<file path="src/rtl/regfile_sb_if.sv">
// Bundle of read, writeback, issue and clear signals for the scoreboarded register file.
// No latency of its own; it carries the wires only.
// No backpressure: every request is taken in the cycle it is presented.
interface regfile_sb_if #(
   parameter int XLEN = 32,
   parameter int NREG = 32,
   parameter int NRP  = 2
);
   localparam int AW = $clog2(NREG);

   logic [NRP*AW-1:0]   rs_addr;
   logic [NRP*XLEN-1:0] rs_data;
   logic [NRP-1:0]      rs_busy;
   logic                rd_wren;
   logic [AW-1:0]       rd_addr;
   logic [XLEN-1:0]     rd_data;
   logic                iss_en;
   logic [AW-1:0]       iss_addr;
   logic                clr_req;
   logic                clr_busy;

   // Decode/issue/writeback side
   modport master (
      output rs_addr, rd_wren, rd_addr, rd_data, iss_en, iss_addr, clr_req,
      input  rs_data, rs_busy, clr_busy
   );

   // Register file side
   modport slave (
      input  rs_addr, rd_wren, rd_addr, rd_data, iss_en, iss_addr, clr_req,
      output rs_data, rs_busy, clr_busy
   );
endinterface

</file>
<file path="src/rtl/regfile_sb.sv">
// Parametrised integer register file with a per-register pending-write scoreboard and a run-time clear engine.
// Reads are combinational (zero latency); writes, issues and clear steps land at the rising clock edge.
// No backpressure: while clr_busy=1, writes, issues and further clear requests are silently dropped.
// Optional build macro REGFILE_BYPASS_EN forwards same-cycle writeback data and busy to matching read ports.
module regfile_sb #(
   parameter int XLEN = 32,
   parameter int NREG = 32,
   parameter int NRP  = 2
) (
   input  logic         clk,
   input  logic         rst,
   regfile_sb_if.slave  bus
);
   localparam int AW = $clog2(NREG);

   typedef enum logic {
      ST_IDLE  = 1'b0,
      ST_CLEAR = 1'b1
   } state_t;

   state_t              state_q, state_d;
   logic [AW-1:0]       cnt_q, cnt_d;
   logic [XLEN-1:0]     regs_q [NREG];
   logic [NREG-1:0]     pend_q, pend_d;

   logic                wr_en;
   logic [AW-1:0]       wr_addr;
   logic [XLEN-1:0]     wr_dat;
   logic                set_en;

   logic [NRP*XLEN-1:0] rs_data_w;
   logic [NRP-1:0]      rs_busy_w;

   // Clear FSM: picks between the writeback path and the clear engine as the single write source
   always_comb begin
      state_d = state_q;
      cnt_d   = cnt_q;
      wr_en   = 1'b0;
      wr_addr = bus.rd_addr;
      wr_dat  = bus.rd_data;
      set_en  = 1'b0;
      case (state_q)
         ST_IDLE: begin
            wr_en  = bus.rd_wren && (bus.rd_addr != '0);
            set_en = bus.iss_en && (bus.iss_addr != '0);
            if (bus.clr_req) begin
               state_d = ST_CLEAR;
               cnt_d   = AW'(1);
            end
         end
         ST_CLEAR: begin
            // Register 0 is never stored to, so the sweep starts at 1 and ends at NREG-1
            wr_en   = 1'b1;
            wr_addr = cnt_q;
            wr_dat  = '0;
            if (cnt_q == AW'(NREG - 1)) begin
               state_d = ST_IDLE;
               cnt_d   = '0;
            end else begin
               cnt_d = cnt_q + AW'(1);
            end
         end
         default: begin
            state_d = ST_IDLE;
            cnt_d   = '0;
         end
      endcase
   end

   // Scoreboard next state: a write retires the pending bit, a same-cycle issue re-arms it
   always_comb begin
      pend_d = pend_q;
      if (wr_en) begin
         pend_d[wr_addr] = 1'b0;
      end
      if (set_en) begin
         pend_d[bus.iss_addr] = 1'b1;
      end
      pend_d[0] = 1'b0;
   end

   // FSM, clear counter and scoreboard registers
   always_ff @(posedge clk) begin
      if (rst) begin
         state_q <= ST_IDLE;
         cnt_q   <= '0;
         pend_q  <= '0;
      end else begin
         state_q <= state_d;
         cnt_q   <= cnt_d;
         pend_q  <= pend_d;
      end
   end

   // Register storage; entry 0 is zeroed by reset and never written afterwards
   always_ff @(posedge clk) begin
      if (rst) begin
         for (int i = 0; i < NREG; i++) begin
            regs_q[i] <= '0;
         end
      end else if (wr_en) begin
         regs_q[wr_addr] <= wr_dat;
      end
   end

   // Independent combinational read ports
   for (genvar p = 0; p < NRP; p++) begin : g_rd
      logic [AW-1:0]   ra;
      logic [XLEN-1:0] stored;
      logic            pend;

      assign ra     = bus.rs_addr[p*AW +: AW];
      assign stored = (ra == '0) ? '0 : regs_q[ra];
      assign pend   = (ra == '0) ? 1'b0 : pend_q[ra];
`ifdef REGFILE_BYPASS_EN
      logic byp;
      // Forward the writeback in flight; it also retires any pending producer for this reader
      assign byp = (state_q == ST_IDLE) && bus.rd_wren && (bus.rd_addr != '0) && (bus.rd_addr == ra);
      assign rs_data_w[p*XLEN +: XLEN] = byp ? bus.rd_data : stored;
      assign rs_busy_w[p]              = pend & ~byp;
`else
      assign rs_data_w[p*XLEN +: XLEN] = stored;
      assign rs_busy_w[p]              = pend;
`endif
   end

   assign bus.rs_data  = rs_data_w;
   assign bus.rs_busy  = rs_busy_w;
   assign bus.clr_busy = (state_q == ST_CLEAR);

endmodule

</file>
<file path="src/flat_wrapper.sv">
// flat-port wrapper written by rule: the top's interface ports become plain ports
module regfile_sb_flat 
#(
   parameter int XLEN = 32,
   parameter int NREG = 32,
   parameter int NRP  = 2
)
  (clk, rst, bus_rs_addr, bus_rd_wren, bus_rd_addr, bus_rd_data, bus_iss_en, bus_iss_addr, bus_clr_req, bus_rs_data, bus_rs_busy, bus_clr_busy);
  regfile_sb_if #(.XLEN(XLEN), .NREG(NREG), .NRP(NRP)) bus_i ();
  input  logic clk;
  input  logic rst;
  input wire logic [$bits(bus_i.rs_addr)-1:0] bus_rs_addr;
  input wire logic [$bits(bus_i.rd_wren)-1:0] bus_rd_wren;
  input wire logic [$bits(bus_i.rd_addr)-1:0] bus_rd_addr;
  input wire logic [$bits(bus_i.rd_data)-1:0] bus_rd_data;
  input wire logic [$bits(bus_i.iss_en)-1:0] bus_iss_en;
  input wire logic [$bits(bus_i.iss_addr)-1:0] bus_iss_addr;
  input wire logic [$bits(bus_i.clr_req)-1:0] bus_clr_req;
  output wire logic [$bits(bus_i.rs_data)-1:0] bus_rs_data;
  output wire logic [$bits(bus_i.rs_busy)-1:0] bus_rs_busy;
  output wire logic [$bits(bus_i.clr_busy)-1:0] bus_clr_busy;
  assign bus_i.rs_addr = bus_rs_addr;
  assign bus_i.rd_wren = bus_rd_wren;
  assign bus_i.rd_addr = bus_rd_addr;
  assign bus_i.rd_data = bus_rd_data;
  assign bus_i.iss_en = bus_iss_en;
  assign bus_i.iss_addr = bus_iss_addr;
  assign bus_i.clr_req = bus_clr_req;
  assign bus_rs_data = bus_i.rs_data;
  assign bus_rs_busy = bus_i.rs_busy;
  assign bus_clr_busy = bus_i.clr_busy;
  regfile_sb #(.XLEN(XLEN), .NREG(NREG), .NRP(NRP)) u_core (.clk(clk), .rst(rst), .bus(bus_i));
endmodule
</file>
<file path="config.mk">
export PLATFORM = sky130hd
export DESIGN_NAME = regfile_sb_flat
export DESIGN_NICKNAME = d
export VERILOG_FILES = /design/src/rtl/regfile_sb_if.sv /design/src/rtl/regfile_sb.sv /design/src/flat_wrapper.sv
export SDC_FILE = /design/constraint.sdc
export NUM_CORES = 2
export LEC_CHECK = 0
export ABC_AREA = 1
export ABC_CLOCK_PERIOD_IN_PS = 5000
export CELL_PAD_IN_SITES_DETAIL_PLACEMENT = 2
export CELL_PAD_IN_SITES_GLOBAL_PLACEMENT = 2
export CORE_AREA = 3 3 413 415
export CTS_BUF_LIST = sky130_fd_sc_hd__clkbuf_8
export CTS_CLUSTER_DIAMETER = 30
export DETAILED_ROUTE_END_ITERATION = 7
export DIE_AREA = 0 0 416 418
export HOLD_SLACK_MARGIN = 0.06
export PLACE_DENSITY_LB_ADDON = 0.15
export SLEW_MARGIN = 20
export SYNTH_ARGS = -nofsm -noshare
export SYNTH_HDL_FRONTEND = slang
export SYNTH_SLANG_ARGS = --single-unit
</file>
<file path="constraint.sdc">
create_clock -name clk -period 5 [get_ports clk]
set_input_delay 0.5 -clock clk [delete_from_list [all_inputs] [get_ports clk]]
set_output_delay 0.5 -clock clk [all_outputs]
set_load 0.05 [all_outputs]
</file>
==> flow_metrics.env <==
export IMPL_setup_viol=0
export IMPL_routedWlPerCell_um=29.2
export IMPL_p_per_area_mw_per_mm2=385
export IMPL_grt_pass1_vias=63582
export IMPL_ff2ff_setup_slack_ns=1.37
export IMPL_coreArea_mm2=0.167
export IMPL_fillers=19048
export IMPL_yosysTopAreaCell="edfxtp_1"
export IMPL_cts_buffers=327
export IMPL_p_switching_mw=7.98
export IMPL_gp_congestion=0.825
export IMPL_syn2layout_area_growth_pct=18.9
export IMPL_final_period_utilization_pct=79.2
export IMPL_vias=58318
export IMPL_post_cts_resized=0
export IMPL_clockBufferDepth=4
export IMPL_synth_area_mm2=0.0583
export IMPL_slew_headroom_pct=25.1
export IMPL_placement_io_buffers=123
export IMPL_post_route_min_period_ns=3.96
export IMPL_grt_max_degree=166
export IMPL_yosys_warnings=0
export IMPL_end_kind="output port"
export IMPL_die_h_um=418
export IMPL_firstDrtPassIters=6
export IMPL_start_kind="input port"
export IMPL_drc=0
export IMPL_cts_tree="done"
export IMPL_synth_edff_count=1024
export IMPL_die_area_mm2=0.174
export IMPL_nets=7750
export IMPL_synthFlopType="edfxtp_1"
export IMPL_final_area_mm2=0.0694
export IMPL_synthCells=7631
export IMPL_leakagePower_nw=28.8
export IMPL_antenna_found_initial=3
export IMPL_cpMostUsedCell="nand2_1"
export IMPL_placed_cell_area_mm2=0.0631
export IMPL_ir_drop_v=0.000290
export IMPL_die_w_um=416
export IMPL_clk_pin_slew_worst_paths_ns=0.04
export IMPL_drv_slew=0
export IMPL_place_hpwl_mm=171
export IMPL_track_usage_pct=33.3
export IMPL_pin_count=124
export IMPL_postCtsSetupBuffers=0
export IMPL_hold_path_class="input port to flop"
export IMPL_seq_area_mm2=0.0315
export IMPL_crit_required_ns=4.50
export IMPL_avgViaCountPerCell=5.76
export IMPL_multi_input_area_mm2=0.0239
export IMPL_arrival_ns=3.46
export IMPL_outcome="completed"
export IMPL_drt_iter0_drc=5096
export IMPL_p_int_mw=18.7
export IMPL_final_antenna_net_count=0
export IMPL_htree_levels=5
export IMPL_synthTopCellsByArea="edfxtp_1 53%, nand2_1 17%, nand3_1 9.3%"
export IMPL_clock_sinks=1061
export IMPL_p_sw_share_pct=29.9
export IMPL_skew_ns=0.0395
export IMPL_worst_pin_slew_ns=1.12
export IMPL_clock_root_buffer="clkbuf_8"
export IMPL_utilization_pct=41.5
export IMPL_combinationalPowerShare_pct=14.3
export IMPL_ys_types=28
export IMPL_tns_ns=0
export IMPL_start_util_pct=34.9
export IMPL_grt_overflow_total=0
export IMPL_crit_chain="buf_8 -> inv_8 -> buf_4 -> nand2_1 -> nand3_1 -> nand3_1 -> nand2_1 -> nand2_1 -> nand3_1 -> nand2_1 -> nor2_1 -> buf_12"
export IMPL_yosysSeqAreaShare_pct=54.0
export IMPL_path_class="input port to output port"
export IMPL_rsz0062_at_grt="no"
export IMPL_hold_violations=0
export IMPL_synthTopCellsByCount="2650 x nand2_1, 1429 x nor2_1, 1079 x nand3_1"
export IMPL_seqPwrFrac_pct=38.9
export IMPL_crit_family="buffers and inverters"
export IMPL_avgSynthCellArea_um2=7.64
export IMPL_cp_buffers_inverters=4
export IMPL_crit_path_max_incr_delay_ns=0.60
export IMPL_rows=150
export IMPL_insertion_delay_ns=1.02
export IMPL_synth_async_reset_ratio_pct=0
export IMPL_clockPowerShare_pct=46.8
export IMPL_synth_most_common_cell="nand2_1"
export IMPL_crit_path_max_fanout=98
export IMPL_slowest_stage="inv_8"
export IMPL_cts_hold_repair_buffers=0
export IMPL_ys_seq_elements=1061
export IMPL_wl_mm=295
export IMPL_grt_pass1_wl_mm=428
export IMPL_synth_top_area_share_pct=52.7
export IMPL_drive_above_1_share_pct=10.3
export IMPL_fmax_ghz=0.253
export IMPL_max_cap_violations=0
-- placed cells by master, fill, tap and decap left out, types with 4 or more instances in the layout --
cell type,netlist,routed
nor3_1,9,9
inv_2,6,6
edfxtp_1,1024,1024
nand3_2,0,32
nand4_1,20,20
clkinv_2,0,58
nand2_2,0,33
conb_1,1,32
dfxtp_1,37,37
bufinv_16,0,28
nor2_4,0,4
nand3_1,1079,1046
nor4_1,4,4
inv_1,231,285
clkbuf_8,0,335
buf_4,2,179
inv_8,0,4
inv_6,0,5
nor2_1,1429,1425
o211ai_1,14,14
clkinv_1,3,66
clkinvlp_4,0,11
o21ai_0,241,240
nand2_1,2650,2617
buf_12,0,102
nor3_2,4,4
a21oi_1,230,230
clkdlybuf4s50_1,0,47
-- per-layer routing --
layer  routed length [um]  part of all wire, %  up-vias  global-route usage, %
li1                     -                    -    25071                      -
met2               143000                   48     2210                   56.9
met3                17200                  5.8      708                   4.44
met1               121000                   41    30329                   41.7
met4                14600                  4.9        0                   16.2
met5                    0                    0        -                      0
-- flip-flops by register name, summed over array words and instances (netlist names) --
name / count
u_core.bus.clr_busy: 1
u_core.regs_q: 1024
u_core.pend_q: 31
u_core.cnt_q: 5
-- worst paths after layout --
path,startpoint,endpoint,cells after the start
worst max-delay path,bus_rs_addr[5],bus_rs_data[50],12
worst min-delay path,bus_clr_req,u_core.cnt_q[0],4
worst max register to register,u_core.bus.clr_busy,u_core.regs_q[4][20],10
worst min register to register,u_core.cnt_q[3],u_core.cnt_q[3],2
-- worst reg2reg max path: stages, from the launching register on --
cell,delay [ns]
dfxtp_1,0.64
inv_2,0.40
nor2_1,0.20
nor2_1,0.09
inv_2,0.10
nand2_1,0.06
nor2_1,0.11
buf_4,0.30
nand3_2,0.87
buf_4,0.58
nor2_1,0.15
-- power by group through the flow --
| stage | registers, mW | clock network (mW) | logic (mW) |
|---|---|---|---|
| 6_report | 10.4 | 12.5 | 3.81 |
| 5_1_grt | 10.4 | 13.1 | 4.03 |
| 4_1_cts | 10.4 | 12.7 | 3.79 |
| 3_5_place_dp | 10.5 | 0 | 3.77 |
| 3_3_place_gp | 10.5 | 0 | 3.68 |
| 2_1_floorplan | 10.5 | 0 | 1.95 |
-- cell type report --
type,count,area share [%]
diodes,2,0.00721
repair buffers,335,5.67
multi-input cells,5726,34.5
inverters,240,1.36
flip-flops and latches,1061,45.4
clock buffers,334,6.63
clock inverters,225,2.47
well taps,2204,3.98
-- through the flow --
step	cells	power (mW)	setup slack [ns]	hold WS (ns)
final	10127	26.7	1.04	0.196
after global routing	10126	27.6	1.07	0.182
after CTS	10125	26.8	1.12	0.118
after detailed placement	9566	14.3	1.13	0.459
after global placement	9566	14.2	1.13	0.454
after floorplan	7662	12.4	0.572	0.443
-- kinds of logic after synthesis --
group                    count (synthesis)  synth area share [%]
other                                    1               0.00643
adder cells (fa/ha/maj)                  2                0.0429
buffers and inverters                  875                  5.69
AND/OR/NAND/NOR                       5201                  36.0
AO/OA/AOI/OAI                          490                  4.28
XOR/XNOR                                 1                0.0150
flip-flops                            1061                  54.0
No activity file was read; power rests on OpenSTA's default activity.
